### src/rtl/spi_arb_pkg.sv
// Shared types and constants for the SPI master arbiter slice.
package spi_arb_pkg;

    localparam int SPI_BYTE_W    = 8;
    localparam int SPI_ARB_CNT_W = 4;

    typedef enum logic [2:0] {
        IDLE,
        SETUP,
        START,
        WAIT,
        HOLD,
        GAP
    } spi_arb_state_t;

    // A phase of N cycles is a countdown from N-1 to 0.
    function automatic logic [SPI_ARB_CNT_W-1:0] cnt_load(input int cycles);
        return SPI_ARB_CNT_W'(cycles - 1);
    endfunction

endpackage

### src/rtl/rr_arbiter.sv
// Combinational round-robin picker: first active request after the last grant.
module rr_arbiter #(
    parameter int NUM_REQ = 2,
    parameter int IDX_W   = $clog2(NUM_REQ)
) (
    input  logic [NUM_REQ-1:0] i_req,
    input  logic [IDX_W-1:0]   i_last_grant,
    output logic [NUM_REQ-1:0] o_grant,
    output logic [IDX_W-1:0]   o_grant_idx
);

    logic [IDX_W-1:0] w_cand;
    logic             w_found;

    always_comb begin
        o_grant     = '0;
        o_grant_idx = '0;
        w_found     = 1'b0;
        w_cand      = '0;
        for (int k = 1; k <= NUM_REQ; k++) begin
            w_cand = IDX_W'((int'(i_last_grant) + k) % NUM_REQ);
            if (!w_found && i_req[w_cand]) begin
                w_found         = 1'b1;
                o_grant[w_cand] = 1'b1;
                o_grant_idx     = w_cand;
            end
        end
    end

endmodule

### src/rtl/spi_master_arbiter.sv
// Shares one SPI byte engine between NUM_REQ requesters; owns each granted
// requester's chip select for a whole transaction.
module spi_master_arbiter
    import spi_arb_pkg::*;
#(
    parameter int NUM_REQ  = 2,
    parameter int CS_SETUP = 2,
    parameter int CS_HOLD  = 2,
    parameter int CS_GAP   = 1
) (
    input  logic                          clk,
    input  logic                          rst,
    input  logic [NUM_REQ-1:0]            req_valid,
    input  logic [SPI_BYTE_W*NUM_REQ-1:0] req_data,
    input  logic [NUM_REQ-1:0]            req_last,
    output logic [NUM_REQ-1:0]            req_ready,
    output logic [NUM_REQ-1:0]            resp_valid,
    output logic [SPI_BYTE_W-1:0]         resp_data,
    output logic [NUM_REQ-1:0]            cs_n,
    output logic                          mst_start,
    output logic [SPI_BYTE_W-1:0]         mst_tx_data,
    input  logic                          mst_busy,
    input  logic                          mst_done,
    input  logic [SPI_BYTE_W-1:0]         mst_rx_data
);

    localparam int IDX_W = $clog2(NUM_REQ);

    spi_arb_state_t           r_state;
    logic [SPI_ARB_CNT_W-1:0] r_cnt;
    logic [IDX_W-1:0]         r_g;
    logic [IDX_W-1:0]         r_last_grant;
    logic                     r_last;
    logic [NUM_REQ-1:0]       r_cs_n;
    logic [NUM_REQ-1:0]       r_resp_valid;
    logic [SPI_BYTE_W-1:0]    r_resp_data;

    logic [NUM_REQ-1:0]       w_arb_grant;
    logic [IDX_W-1:0]         w_arb_idx;
    logic                     w_fire;
    logic [SPI_BYTE_W-1:0]    w_tx;

    rr_arbiter #(
        .NUM_REQ (NUM_REQ),
        .IDX_W   (IDX_W)
    ) u_rr (
        .i_req        (req_valid),
        .i_last_grant (r_last_grant),
        .o_grant      (w_arb_grant),
        .o_grant_idx  (w_arb_idx)
    );

    assign w_tx = req_data[r_g*SPI_BYTE_W +: SPI_BYTE_W];

    // The byte handoff is combinational so a byte can launch in the first START cycle.
    always_comb begin
        w_fire      = (r_state == START) && req_valid[r_g] && !mst_busy;
        mst_start   = w_fire;
        mst_tx_data = w_fire ? w_tx : '0;
        req_ready   = w_fire ? (NUM_REQ'(1) << r_g) : '0;
    end

    always_ff @(posedge clk or posedge rst) begin
        if (rst) begin
            r_state      <= IDLE;
            r_cnt        <= '0;
            r_g          <= '0;
            r_last_grant <= IDX_W'(NUM_REQ - 1);
            r_last       <= 1'b0;
            r_cs_n       <= '1;
            r_resp_valid <= '0;
            r_resp_data  <= '0;
        end else begin
            r_resp_valid <= '0;
            case (r_state)
                IDLE: begin
                    if (|req_valid) begin
                        r_g     <= w_arb_idx;
                        r_cs_n  <= ~w_arb_grant;
                        r_cnt   <= cnt_load(CS_SETUP);
                        r_state <= SETUP;
                    end
                end
                SETUP: begin
                    if (r_cnt == '0) r_state <= START;
                    else             r_cnt   <= r_cnt - 1'b1;
                end
                START: begin
                    if (w_fire) begin
                        r_last  <= req_last[r_g];
                        r_state <= WAIT;
                    end
                end
                WAIT: begin
                    if (mst_done) begin
                        r_resp_valid <= NUM_REQ'(1) << r_g;
                        r_resp_data  <= mst_rx_data;
                        if (r_last) begin
                            r_cnt   <= cnt_load(CS_HOLD);
                            r_state <= HOLD;
                        end else begin
                            r_state <= START;
                        end
                    end
                end
                HOLD: begin
                    if (r_cnt == '0) begin
                        r_cs_n       <= '1;
                        r_last_grant <= r_g;
                        r_cnt        <= cnt_load(CS_GAP);
                        r_state      <= GAP;
                    end else begin
                        r_cnt <= r_cnt - 1'b1;
                    end
                end
                GAP: begin
                    if (r_cnt == '0) r_state <= IDLE;
                    else             r_cnt   <= r_cnt - 1'b1;
                end
                default: r_state <= IDLE;
            endcase
        end
    end

    assign cs_n       = r_cs_n;
    assign resp_valid = r_resp_valid;
    assign resp_data  = r_resp_data;

endmodule

### config.mk
export PLATFORM = sky130hd
export DESIGN_NAME = spi_master_arbiter
export DESIGN_NICKNAME = d
export VERILOG_FILES = /design/src/rtl/spi_arb_pkg.sv /design/src/rtl/rr_arbiter.sv /design/src/rtl/spi_master_arbiter.sv
export SDC_FILE = /design/constraint.sdc
export NUM_CORES = 1
export LEC_CHECK = 0
export CAP_MARGIN = 20
export CORE_AREA = 5 5 62 64
export CTS_CLUSTER_DIAMETER = 120
export DETAILED_ROUTE_END_ITERATION = 12
export DIE_AREA = 0 0 67 69
export PLACE_DENSITY = 0.75
export SLEW_MARGIN = 20
export SYNTH_ARGS = -nofsm -noshare
export SYNTH_HDL_FRONTEND = slang
export SYNTH_HIERARCHICAL = 1
export SYNTH_SLANG_ARGS = --single-unit
export TNS_END_PERCENT = 30
### constraint.sdc
create_clock -name clk -period 4.45 [get_ports clk]
set_clock_uncertainty 0.05 [all_clocks]
set_input_delay 0.89 -clock clk [delete_from_list [all_inputs] [get_ports clk]]
set_output_delay 0.89 -clock clk [all_outputs]
set_load 0.01 [all_outputs]
# Yosys cells after proc, flatten, opt, wreduce, memory -nomap -nowiden
# Cells that the tools add are included.
[classes]
add_sub_neg = 3
bitwise_logic = 2
n_shift = 2
magnitude_cmp = 5
n_eq_ne = 13
muxes = 38
n_reduce_logical = 20
[op_table]
columns = ["operator", "count"]
rows = [
  ["3-bit 2-to-1 mux", 7],
  ["4-bit 2-to-1 mux", 5],
  ["3-bit one-hot mux with 6 select lines", 1],
  ["2-bit inequality test, second input constant", 8],
  ["4-bit one-hot mux with 4 select lines", 1],
  ["16-bit by 5-bit variable part select with 8-bit output", 1],
  ["2-bit 2-to-1 mux", 7],
  ["1-bit 2-to-1 mux", 13],
  ["8-bit 2-to-1 mux", 1],
  ["2-bit AND reduction", 4],
  ["3-bit by 2-bit equality test with 1-bit output, second input constant", 2],
  ["3-bit equality test, second input constant", 2],
  ["1-bit by 2-bit less-than comparator with 1-bit output, second input constant", 3],
  ["6-bit AND reduction", 1],
  ["1-bit logical AND", 5],
  ["5-bit AND reduction", 1],
  ["4-bit zero test", 1],
  ["2-bit one-hot mux with 2 select lines", 1],
  ["4-bit nonzero test", 1],
  ["2-bit OR reduction", 2],
  ["4-bit by 1-bit subtractor with 4-bit output, second input constant", 1],
  ["3-bit by 1-bit equality test with 1-bit output, second input constant", 1],
  ["3-bit zero test", 1],
  ["3-bit AND reduction", 1],
  ["other kinds (8)", 12],
]
[word_totals]
reg_bits = 22
word_cells = 91
inputBits = 32

# Longest topological paths before layout
[logic_depth]
ltp_word = 11
depth_mapped = 6
ltp_nobuf = 6

# Hierarchy
# The synthesis kept the hierarchy.
[by_module_without_submodules]
columns = ["module", "cells_each", "area_each_um2", "n_inst"]
rows = [
  ["spi_master_arbiter", 136, 1204.9, 1],
  ["rr_arbiter", 4, 26.3, 1],
]

# Least setup slack after synthesis
# OpenSTA, ideal clock, no wires.
[synth_path]
path_type = "input-to-output"
startpoint = "input req_valid[1]"
endpoint = "output mst_tx_data[0]"
n_path_buf = 1
path_stages = 4
setup_slack_ps = 1941
arrival_time_ps = 1569
cell_sequence = "mux2i_1 > nand4bb_1 > buf_2 > nor2_1"
[synth_via]
elab_chain_len = 5
[synth_lines]
columns = ["item", "line", "source"]
rows = [
  ["from (decl)", "spi_master_arbiter.sv:13", "input logic [NUM_REQ-1:0] req_valid,"],
  ["1-bit 2-to-1 mux (implied by the code) (2 in a row)", "spi_master_arbiter.sv:57", "w_fire = (r_state == START) && req_valid[r_g] && !mst_busy;"],
  ["1-bit logical AND (2 in a row)", "spi_master_arbiter.sv:57", ""],
  ["8-bit 2-to-1 mux", "spi_master_arbiter.sv:59", "mst_tx_data = w_fire ? w_tx : '0;"],
  ["to (decl)", "spi_master_arbiter.sv:21", "output logic [SPI_BYTE_W-1:0] mst_tx_data,"],
]
# No other way between the ends. The select of a mux whose other input is x is not followed.

# Worst setup path after layout
[layout_path]
startpoint = "input req_valid[0]"
endpoint = "output mst_tx_data[5]"
# The elaborated chain is that of the path after synthesis.

==> impl_metrics.toml <==
[route]
avgViaCountPerCell = 4.97
wire_per_inst_um = 13.4
drcViolationCount = 0
via_count = 1174
first_pass_iters = 4
wl_um = 3160
first_iter_violations = 65
postRouteAntennaNets = 0

[grt]
grt_pass1_wl_um = 5380
antenna_found_initial = 0
grt_pass1_vias = 1173
grt_max_degree = 23
grt_overflow_total = 0
grt_util_all_layers_pct = 14.7

[floorplan]
dieArea_um2 = 4620
start_util_pct = 38.1
io-pin-count = 55
die_w_um = 67
rows = 21
core_um2 = 3230
die_y_um = 69

[sta]
hold_violations = 0
layout_setup_ws_ns = 0.518
fmax_ghz = 0.254
finalCriticalPeriod_ns = 3.93
finalSetupTns_ns = 0
finalCritPeriodShare_pct = 88.4
maxSlewViolCount = 0
setup_viol = 0
worst_slew_pin_slew_ns = 0.806
max_slew_margin_pct = 46.2
rsz0062_at_grt = "false"

[setup_path]
cp-start-kind = "input port"
cp_common_cell = "clkdlybuf4s50_1"
critPathKind = "in -> out"
critPathRequiredTime_ns = 3.51
ff2ff_setup_slack_ns = 2.47
cpPeakStageDelay_ns = 0.57
r2r-end = "r_last$_DFFE_PP0P_"
cp_max_fo = 13
cp_num_buf_inv = 2
reg2reg_from = "r_g$_DFFE_PP0P_"
worstSetupStartpoint = "req_valid[0]"
worst-path-stages = 5
crit_end = "mst_tx_data[5]"
cp_slowest_cell = "clkdlybuf4s50_1"
crit_chain = "clkdlybuf4s50_1, mux2i_1, nand4bb_1, nor2_1, clkdlybuf4s50_1"
reg2reg_depth = 4
cp_top_family = "buffers and inverters"
cp-end-kind = "output port"
arrival_ns = 2.99

[logic_synthesis]
synth.area.top_cells = "dfrtp_1, nand2_1, mux2i_1, dfstp_2, nor2_1"
synth_top_area_share_pct = 38.6
syn_nets = 174
synthSimpleGateAreaFrac_pct = 26.6
avgSynthCellArea_um2 = 8.79
synth-edff-count = 0
synthTopCellsByCount = "nand2_1, dfrtp_1, nor2_1"
synth.most_common_cell = "nand2_1"
yosysUniqueCellTypes = 36
ys.flop_type = "dfrtp_1"
synthXorXnorAreaFrac_pct = 0
synth_area_um2 = 1230
netlist_instances = 140
synth-compound-area-share_pct = 11.5
synth_seq_cells = 22
synth-seq-area-share_pct = 45.0
yosys.area.top_type = "dfrtp_1"
muxShareOfSynthArea_pct = 9.04
synth_top_family_by_area = "simple AND/OR/NAND/NOR gates"
synthAdderAreaFrac_pct = 2.03
yosysWarnings = 6
synthArstFlopShare_pct = 100

[clocking]
hold_buffers = 0
cts_resized = 0
cts_setup_buffers = 0
cts.clk_slew.worst_paths_ns = 0.12
cts_tree = "done"
clk_latency_ns = 0.31
cts_max_level = 1
cts_buffer_depth = 2
numCtsBuffers = 3
cts-root-buf = "clkbuf_4"
clock-sinks = 22

[pwr]
cellLeakagePower_nw = 0.791
power_density_nw_per_um2 = 537
fin_total_pwr_w = 0.000981
irDropWorstVdd_mv = 0.206

[final_layout]
diodes = 0
finalNonFillerCells = 236
stdcell_area_um2 = 1830
finalNetCount = 225
fill_cells = 293
drive_gt1_share_pct = 7.89
syn2layout_area_growth_pct = 48.5

[outcome]
status = "finished, final reports clean"

[placed_design]
post-place-ws_ns = 0.477
portBuffers = 54
post_dp_cell_area_um2 = 1790
gp_congestion = 0.769
dp.cells = 232
hpwl_um = 2480

[worst_hold_path]
holdCritPathClass = "reg -> reg"

[flow_run]
maxCapViolations = 0
-- state kept, by name, indices dropped and copies added (netlist names) --
signal	count
r_last_grant	1
resp_valid	2
r_state	3
r_cnt	4
resp_data	8
cs_n	2
r_last	1
r_g	1
-- how the worst min path moves through the flow --
stage	start	to	slack, ns	cells after the start
6_report	resp_data[6]$_DFFE_PP0P_	resp_data[6]$_DFFE_PP0P_	0.45	2
5_1_grt	resp_data[0]$_DFFE_PP0P_	resp_data[0]$_DFFE_PP0P_	0.48	2
4_1_cts	resp_data[6]$_DFFE_PP0P_	resp_data[6]$_DFFE_PP0P_	0.45	2
3_5_place_dp	resp_data[6]$_DFFE_PP0P_	resp_data[6]$_DFFE_PP0P_	0.42	2
3_3_place_gp	resp_data[7]$_DFFE_PP0P_	resp_data[7]$_DFFE_PP0P_	0.41	2
2_1_floorplan	r_cnt[3]$_DFFE_PP0P_	r_cnt[3]$_DFFE_PP0P_	0.44	1
-- final cells by class --
class | count | area, um^2 | area share, %
inverter | 9 | 33.8 | 1.85
sequential | 22 | 554 | 30.3
clock buffer | 4 | 36.3 | 1.98
timing repair buffer | 54 | 541 | 29.6
tap | 46 | 57.6 | 3.15
multi-input combinational | 101 | 606 | 33.1
-- worst reg2reg max path: stages (launching register included) --
cell and delay, ns:
dfrtp_1 0.75, mux2i_1 0.18, nand4bb_1 0.56, nand2_1 0.21, o21ai_1 0.09
-- cells by family (layout without fill, tap and decap cells) --
logic type	after synthesis	in the layout
buffers and inverters	17	67
adder cells (fa/ha/maj)	2	2
AO/OA/AOI/OAI	22	22
AND/OR/NAND/NOR	66	66
flip-flops	22	22
multiplexers	11	11
-- per-layer routing --
metal | wire, um | GRT usage (%) | part of all wire (%)
met1 | 1230 | 16.9 | 39
met2 | 1590 | 24.1 | 50
met3 | 275 | 5.19 | 8.7
met4 | 58 | 6.08 | 1.8
met5 | 0 | 0 | 0
-- cell usage in the layout (no fill, tap or decap), types with 3 or more instances in the layout --
cell,count
o21ai_0,3
nor3_1,6
dfstp_2,3
dfrtp_1,19
inv_1,6
nand2_1,29
clkbuf_4,3
nor4_1,3
clkdlybuf4s50_1,54
nor2_1,16
inv_2,3
mux2i_1,10
a21oi_1,4
o21ai_1,3
-- per-stage QoR --
step,hold slack [ns],utilization [%]
after detailed placement,0.416,55.4
after global placement,0.409,55.4
after global routing,0.478,56.6
after floorplan,0.444,-
final,0.448,56.6
after CTS,0.447,56.6
-- power by group --
group          switching, W  internal, W  total, W
sequential         0.000118     0.000288  0.000406
combinational      0.000213     0.000250  0.000463
clock             0.0000619    0.0000500  0.000112
No activity file was read; power rests on OpenSTA's default activity.
